===== src/rtl/divider_4bit_seq_pkg.sv =====
`default_nettype none
// ============================================================================
//  Module      : divider_4bit_seq_pkg
//  Description : Shared types for the sequential restoring divider.
//  Revision    : 1.0 - initial release
// ============================================================================
package divider_4bit_seq_pkg;

  localparam int DIV_WIDTH = 4;

  typedef enum logic [1:0] {
    IDLE = 2'd0,
    RUN  = 2'd1,
    DONE = 2'd2
  } state_t;

endpackage
`default_nettype wire


===== src/rtl/div_trial_sub.sv =====
`default_nettype none
// ============================================================================
//  Module      : div_trial_sub
//  Description : (N+1)-bit trial subtractor {0,a}-{0,b}; ripple of full adders.
//  Revision    : 1.0 - initial release
// ============================================================================
module div_trial_sub #(
  parameter int N = 4
) (
  input  logic [N-1:0] a,
  input  logic [N-1:0] b,
  output logic [N-1:0] diff,
  output logic         borrow
);

  logic [N:0] w_c;

  assign w_c[0] = 1'b1;

  // a + ~b + 1, one full-adder cell per bit
  for (genvar i = 0; i < N; i++) begin : g_fa
    logic w_y;
    assign w_y       = ~b[i];
    assign diff[i]   = a[i] ^ w_y ^ w_c[i];
    assign w_c[i+1]  = (a[i] & w_y) | (w_c[i] & (a[i] ^ w_y));
  end

  // Top cell sees a=0, ~b=1: its sum bit is the sign of the trial result
  assign borrow = 1'b0 ^ 1'b1 ^ w_c[N];

endmodule
`default_nettype wire


===== src/rtl/divider_4bit_seq.sv =====
`default_nettype none
// ============================================================================
//  Module      : divider_4bit_seq
//  Description : Sequential restoring divider, one quotient bit per clock.
//  Revision    : 1.0 - initial release
// ============================================================================
module divider_4bit_seq
  import divider_4bit_seq_pkg::*;
#(
  parameter int N = DIV_WIDTH
) (
  input  logic         clk,
  input  logic         rst_n,
  input  logic         start,
  input  logic [N-1:0] dividend,
  input  logic [N-1:0] divisor,
  output logic         busy,
  output logic         done,
  output logic [N-1:0] quotient,
  output logic [N-1:0] remainder,
  output logic         div_by_zero
);

  localparam int CNT_W = $clog2(N + 1);

  state_t           r_state;
  state_t           w_state_next;
  logic [CNT_W-1:0] r_cnt;
  logic [N-1:0]     r_r;
  logic [N-1:0]     r_q;
  logic [N-1:0]     r_d;
  logic [N-1:0]     w_r_shift;
  logic [N-1:0]     w_q_next;
  logic [N-1:0]     w_r_next;
  logic [N-1:0]     w_diff;
  logic             w_borrow;
  logic             w_unused;

  // R is always below 2^k after k steps, so its MSB never shifts out
  assign w_unused  = r_r[N-1];
  assign w_r_shift = {r_r[N-2:0], r_q[N-1]};
  assign w_q_next  = {r_q[N-2:0], ~w_borrow};
  assign w_r_next  = w_borrow ? w_r_shift : w_diff;

  div_trial_sub #(.N(N)) u_trial (
    .a      (w_r_shift),
    .b      (r_d),
    .diff   (w_diff),
    .borrow (w_borrow)
  );

  always_ff @(posedge clk or negedge rst_n) begin
    if (!rst_n) r_state <= IDLE;
    else        r_state <= w_state_next;
  end

  always_comb begin
    w_state_next = r_state;
    case (r_state)
      IDLE:    if (start) w_state_next = (divisor == '0) ? DONE : RUN;
      RUN:     if (r_cnt == CNT_W'(1)) w_state_next = DONE;
      DONE:    w_state_next = IDLE;
      default: w_state_next = IDLE;
    endcase
  end

  always_ff @(posedge clk or negedge rst_n) begin
    if (!rst_n) begin
      r_cnt       <= '0;
      r_r         <= '0;
      r_q         <= '0;
      r_d         <= '0;
      quotient    <= '0;
      remainder   <= '0;
      div_by_zero <= 1'b0;
    end else begin
      case (r_state)
        IDLE: begin
          if (start) begin
            r_d   <= divisor;
            r_q   <= dividend;
            r_r   <= '0;
            r_cnt <= CNT_W'(N);
            if (divisor == '0) begin
              quotient    <= '1;
              remainder   <= dividend;
              div_by_zero <= 1'b1;
            end else begin
              div_by_zero <= 1'b0;
            end
          end
        end
        RUN: begin
          r_r   <= w_r_next;
          r_q   <= w_q_next;
          r_cnt <= r_cnt - CNT_W'(1);
          if (r_cnt == CNT_W'(1)) begin
            quotient  <= w_q_next;
            remainder <= w_r_next;
          end
        end
        default: ;
      endcase
    end
  end

  assign busy = (r_state == RUN);
  assign done = (r_state == DONE);

endmodule
`default_nettype wire


===== config.mk =====
export PLATFORM = sky130hd
export DESIGN_NAME = divider_4bit_seq
export DESIGN_NICKNAME = d
export VERILOG_FILES = /design/src/rtl/divider_4bit_seq_pkg.sv /design/src/rtl/div_trial_sub.sv /design/src/rtl/divider_4bit_seq.sv
export SDC_FILE = /design/constraint.sdc
export NUM_CORES = 1
export LEC_CHECK = 0
export CORE_UTILIZATION = 30
export CTS_BUF_LIST = sky130_fd_sc_hd__clkbuf_2
export CTS_CLUSTER_SIZE = 20
export DETAILED_ROUTE_END_ITERATION = 6
export PLACE_DENSITY_LB_ADDON = 0.2
export SKIP_CTS_REPAIR_TIMING = 1
export SLEW_MARGIN = 25
export SYNTH_ARGS = -nofsm -noshare
export SYNTH_HDL_FRONTEND = slang
export SYNTH_HIERARCHICAL = 1
export SYNTH_SLANG_ARGS = --single-unit

===== constraint.sdc =====
create_clock -name clk -period 3.29 [get_ports clk]
set_input_delay 0.658 -clock clk [delete_from_list [all_inputs] [get_ports clk]]
set_output_delay 0.658 -clock clk [all_outputs]
set_load 0.03 [all_outputs]

Word-level counts from Yosys, hierarchy flattened

Index checks and enable logic that the tools add are counted.

Input port bits: 11
Logic and storage cells: 65
Bits in registers: 25
Output and inout bits: 11

Bitwise operators: 23
Mux-type cells: 20
Reductions and logical operators: 7
Add/subtract/negate cells: 1
Equality and inequality tests: 6

Operators by type and width:

| operator                                               | number |
|---|---|
| 2-to-1 mux 4 bit                                       | 8 |
| one-hot mux 4 bit (2 select lines)                     | 3 |
| one-hot mux 3 bit (2 select lines)                     | 2 |
| AND 1 bit                                              | 7 |
| bitwise XOR 1 bit                                      | 7 |
| 2-to-1 mux 2 bit                                       | 3 |
| 2-to-1 mux 3 bit                                       | 2 |
| AND reduction 2 bit                                    | 3 |
| NOT 1 bit                                              | 5 |
| logical NOT 4 bit                                      | 1 |
| inequality test 2 bit (second input constant)          | 2 |
| OR 1 bit                                               | 4 |
| one-hot mux 2 bit (2 select lines)                     | 1 |
| AND reduction 4 bit                                    | 1 |
| equality test 3 x 1 -> 1 bit (second input constant)   | 1 |
| subtractor 3 x 1 -> 3 bit (second input constant)      | 1 |
| equality test 2 x 1 -> 1 bit (second input constant)   | 1 |
| equality test 2 bit (second input constant)            | 1 |
| logical NOT 2 bit                                      | 1 |
| inequality test 2 x 1 -> 1 bit (second input constant) | 1 |
| nonzero test 2 bit                                     | 1 |
| 2-to-1 mux 1 bit                                       | 1 |

Longest topological paths before layout

Depth in word-level cells: 12
Mapped depth: 11
Mapped depth without buffers: 11

By module

The synthesis kept the hierarchy.

By module, submodules not included:

| module           | times used | cells each | area each (um^2) | sequential area each (um^2) |
|---|---|---|---|---|
| divider_4bit_seq | 1          | 107        | 1189.9           | 625.6 |
| div_trial_sub    | 1          | 13         | 106.4            | 0.0 |

Worst setup path before layout

OpenSTA, ideal clock, no wires.

Path type: reg2reg
Start point: reg r_q[3]
End point: reg remainder[3]
Path buffers: 0
Data required time: 3.165 ns
Arrival time: 2.410 ns
Clock period less this slack: 2.535 ns
Setup slack: 0.755 ns
Setup time: 0.125 ns
Stages on the path, launching flop included: 12
Cell sequence: dfrtp_1 inv_1 ha_1 inv_1 fa_1 inv_1 fa_1 fa_1 inv_1 mux2_2 mux2_4 mux2_4

Elaborated cells between the ends (all ways): 13
Classes of those cells: mux (3); bitwise (10)

RTL lines:

| element                                        | line                   | RTL |
|---|---|---|
| start, declared                                | divider_4bit_seq.sv:30 | `logic [N-1:0] r_q;` |
| start signal, assigned                         | divider_4bit_seq.sv:81 | `r_q <= dividend;` |
| start signal, assigned                         | divider_4bit_seq.sv:95 | `r_q <= w_q_next;` |
| AND 1 bit or bitwise XOR 1 bit (tied branches) | div_trial_sub.sv:25    | `assign w_c[i+1] = (a[i] & w_y) \| (w_c[i] & (a[i] ^ w_y));` |
| OR 1 bit *                                     | div_trial_sub.sv:25    |  |
| AND 1 bit *                                    | div_trial_sub.sv:25    |  |
| OR 1 bit *                                     | div_trial_sub.sv:25    |  |
| AND 1 bit *                                    | div_trial_sub.sv:25    |  |
| OR 1 bit *                                     | div_trial_sub.sv:25    |  |
| bitwise XOR 1 bit *                            | div_trial_sub.sv:24    | `assign diff[i] = a[i] ^ w_y ^ w_c[i];` |
| named net w_diff[3]                            | divider_4bit_seq.sv:35 | `logic [N-1:0] w_diff;` |
| 2-to-1 mux 4 bit *                             | divider_4bit_seq.sv:43 | `assign w_r_next = w_borrow ? w_r_shift : w_diff;` |
| 2-to-1 mux 4 bit *                             | divider_4bit_seq.sv:97 | `if (r_cnt == CNT_W'(1)) begin` |
| one-hot mux 4 bit (2 select lines) *           | divider_4bit_seq.sv:77 | `case (r_state)` |
| end signal, assigned                           | divider_4bit_seq.sv:86 | `remainder <= dividend;` |
| end signal, assigned                           | divider_4bit_seq.sv:99 | `remainder <= w_r_next;` |
| end, declared                                  | divider_4bit_seq.sv:20 | `output logic [N-1:0] remainder,` |

The timed path passes the listed nets; every way through them passes the cells marked *. The select of a mux whose other input is x is not followed.
A chain may end at the register's enable or synchronous reset.

Worst setup path in the final report

Start point: reg r_state[0]
End point: out busy

Cells in the longest elaborated chain, start to end: 1

RTL lines:

| element                      | line                    | RTL |
|---|---|---|
| start, declared              | divider_4bit_seq.sv:26  | `state_t r_state;` |
| start signal, assigned       | divider_4bit_seq.sv:54  | `else r_state <= w_state_next;` |
| equality test 2 x 1 -> 1 bit | divider_4bit_seq.sv:107 | `assign busy = (r_state == RUN);` |
| end, declared                | divider_4bit_seq.sv:17  | `output logic busy,` |

No other way between the ends.

==> results_dict.tcl <==
set metrics [dict create \
    ctsHtreeMaxLevel 1 \
    root_buffer "clkbuf_2" \
    vias 912 \
    finalNonFillerCells 193 \
    area_delta_synth_final_pct 21.0 \
    power.density_mw_per_mm2 1050 \
    die_x_um 67.7 \
    slew_headroom_pct 66.0 \
    cts_made_buffers 3 \
    finalWirelength_um 2630 \
    worstPathArrival_ps 2260 \
    synth_top_area_share_pct 48.3 \
    critPathBufInv 2 \
    dieArea_mm2 0.00459 \
    critPathCaptureType "output port" \
    final_nets 161 \
    critPathKind "reg -> out" \
    global_route.usage.total_pct 13.1 \
    finalSetupViolCount 0 \
    grt_pass1_wl_um 4320 \
    cts.sinks 25 \
    layout_common_cells "dfrtp_1, nand2_1, clkdlybuf4s50_1" \
    synth_area_mm2 0.00130 \
    finalCritPeriodShare_pct 88.7 \
    critical-path-top-delay-family "buffers and inverters" \
    maxSlewViolCount 0 \
    die_h_um 67.7 \
    grt_start_max_net_pins 26 \
    vdd_drop_max_mv 0.421 \
    ff2ff_setup_slack_ps 620 \
    worst_pin_slew_ps 508 \
    drt_iter0_drc 34 \
    tns_ps 0 \
    setup.worst_path.start_class "register" \
    firstDrtPassIters 4 \
    clockBufferDepth 2 \
    synth_area_leaders "dfrtp_1, mux2i_1, nand2_1" \
    insertion_delay_ps 360 \
    leakagePower_uw 0.000749 \
    min_period_ps 2920 \
    drc 0 \
    synth-seq-area-share_pct 48.3 \
    core_mm2 0.00409 \
    clock_skew_ps 4.32 \
    hold_violations 0 \
    path_cells "nand2b_1 > inv_2 > clkdlybuf4s50_1" \
    cp_max_fo 11 \
    fin_ws_ps 372 \
    yosysWarnings 6 \
    grt-ovfl-total 0 \
    cts.reportedPaths.clkPinSlew_ps 250 \
    synth_seq_cells 25 \
    diodes 0 \
    via_per_inst 4.73 \
    dp.cells 189 \
    io_buffers 21 \
    outcome "finished clean" \
    rows 23 \
    ys_types 30 \
    drive_gt1_share_pct 11.9 \
    critPathMaxStageDelay_ps 710 \
    layout_commonest_cell "dfrtp_1" \
    syn_area_per_cell_um2 10.8 \
    grt_pass1_vias 920 \
    antenna_found_initial 0 \
    place_congestion 0.789 \
    hold_class "reg -> reg" \
    rsz0062_at_grt "no" \
    ios 22 \
    dpl.hpwl_um 1920 \
    crit_required_ps 2630 \
    post-place-ws_ps 633 \
    ant_nets 0 \
    cpMaxStageDelayCell "clkdlybuf4s50_1" \
    cts_tree "built" \
    wl_per_cell_um 13.6 \
    syn_inst 120 \
    start_util_pct 31.7 \
    yosysTopAreaCell "dfrtp_1" \
    maxCapViolations 0 \
    finalPower_uw 1650 \
    syn-num-nets 137 \
    fmaxAchievable_mhz 343 \
    n_fill_cell 416 \
]
logic make-up after synthesis:
family / count (synthesis) / share of synthesized area [%]
flip-flops: 25 / 48.3
adder cells (fa/ha/maj): 6 / 7.53
AND/OR/NAND/NOR: 35 / 13.6
buffers and inverters: 22 / 8.11
multiplexers: 16 / 14.2
AO/OA/AOI/OAI: 16 / 8.30
power breakdown:
| part | internal, uW | leakage, uW | switching, uW |
|---|---|---|---|
| Combinational | 453 | 0.000443 | 499 |
| Clock | 28.2 | 0.0000126 | 102 |
| Sequential | 452 | 0.000293 | 112 |
| Total | 933 | 0.000749 | 713 |
cells in the mapped netlist:
| cell type | number |
|---|---|
| a21boi_1 | 1 |
| a21oi_1 | 2 |
| a22o_1 | 2 |
| a2bb2oi_1 | 1 |
| a31oi_1 | 2 |
| and3_1 | 1 |
| and3b_1 | 1 |
| buf_6 | 3 |
| clkbuf_1 | 1 |
| dfrtp_1 | 25 |
| fa_1 | 3 |
| ha_1 | 3 |
| inv_1 | 17 |
| inv_2 | 1 |
| mux2_2 | 3 |
| mux2_4 | 4 |
| mux2i_1 | 9 |
| nand2_1 | 23 |
| nand2b_1 | 1 |
| nand3_1 | 1 |
| nor2_1 | 2 |
| nor2b_1 | 2 |
| nor3b_4 | 1 |
| nor4_1 | 1 |
| nor4bb_1 | 1 |
| o21ai_0 | 5 |
| o21bai_1 | 1 |
| o22a_2 | 1 |
| o32ai_1 | 1 |
| or3b_2 | 1 |
final cells by class:
class                   count  area [um^2]  share of cell area [%]
multi-input cells          73          566                    36.0
flip-flops and latches     25          626                    39.9
inverters                  18         67.6                    4.31
clock buffers               3         15.0                   0.957
well taps                  50         62.6                    3.99
clock inverters             1         7.51                   0.478
repair buffers             23          225                    14.4
worst reg2reg max path, stage by stage, from the launching register on:
cell and delay, ps:
dfrtp_1 430, inv_1 50, ha_1 190, inv_1 60, fa_1 150, inv_1 50
fa_1 380, fa_1 490, mux2_2 310, mux2_4 250, mux2_4 250
worst paths after layout:
kind                             start            to  depth (start not counted)
max                         r_state[0]          busy                          3
min                        div_by_zero   div_by_zero                          2
max reg2reg                     r_q[3]  remainder[3]                         10
min reg2reg                div_by_zero   div_by_zero                          2
max in group asynchronous        rst_n    r_state[0]                          2
min in group asynchronous        rst_n   div_by_zero                          2
sequential cells by signal, summed over array words and instances, names as in the netlist:
register     count
r_q              4
remainder        4
r_r              3
div_by_zero      1
r_state          2
r_d              4
quotient         4
r_cnt            3
stage by stage:
step / cell area, um^2 / utilization (%) / hold slack, ps
after floorplan: 1300 / - / 362
after global placement: 1550 / 37.8 / 460
after detailed placement: 1550 / 37.8 / 465
after CTS: 1570 / 38.4 / 518
after global routing: 1570 / 38.4 / 547
final: 1570 / 38.4 / 509
layer usage:
metal  vias to the layer above  routed length, um  part of all wire (%)  GRT usage [%]
met1                       450               1280                    49           17.5
met3                         2                110                   4.2           4.05
li1                        442                  -                     -              -
met4                         0                 17                  0.65           2.39
met2                        18               1220                    46           20.9
met5                         -                  0                     0              0
No activity file was read; power rests on OpenSTA's default activity.
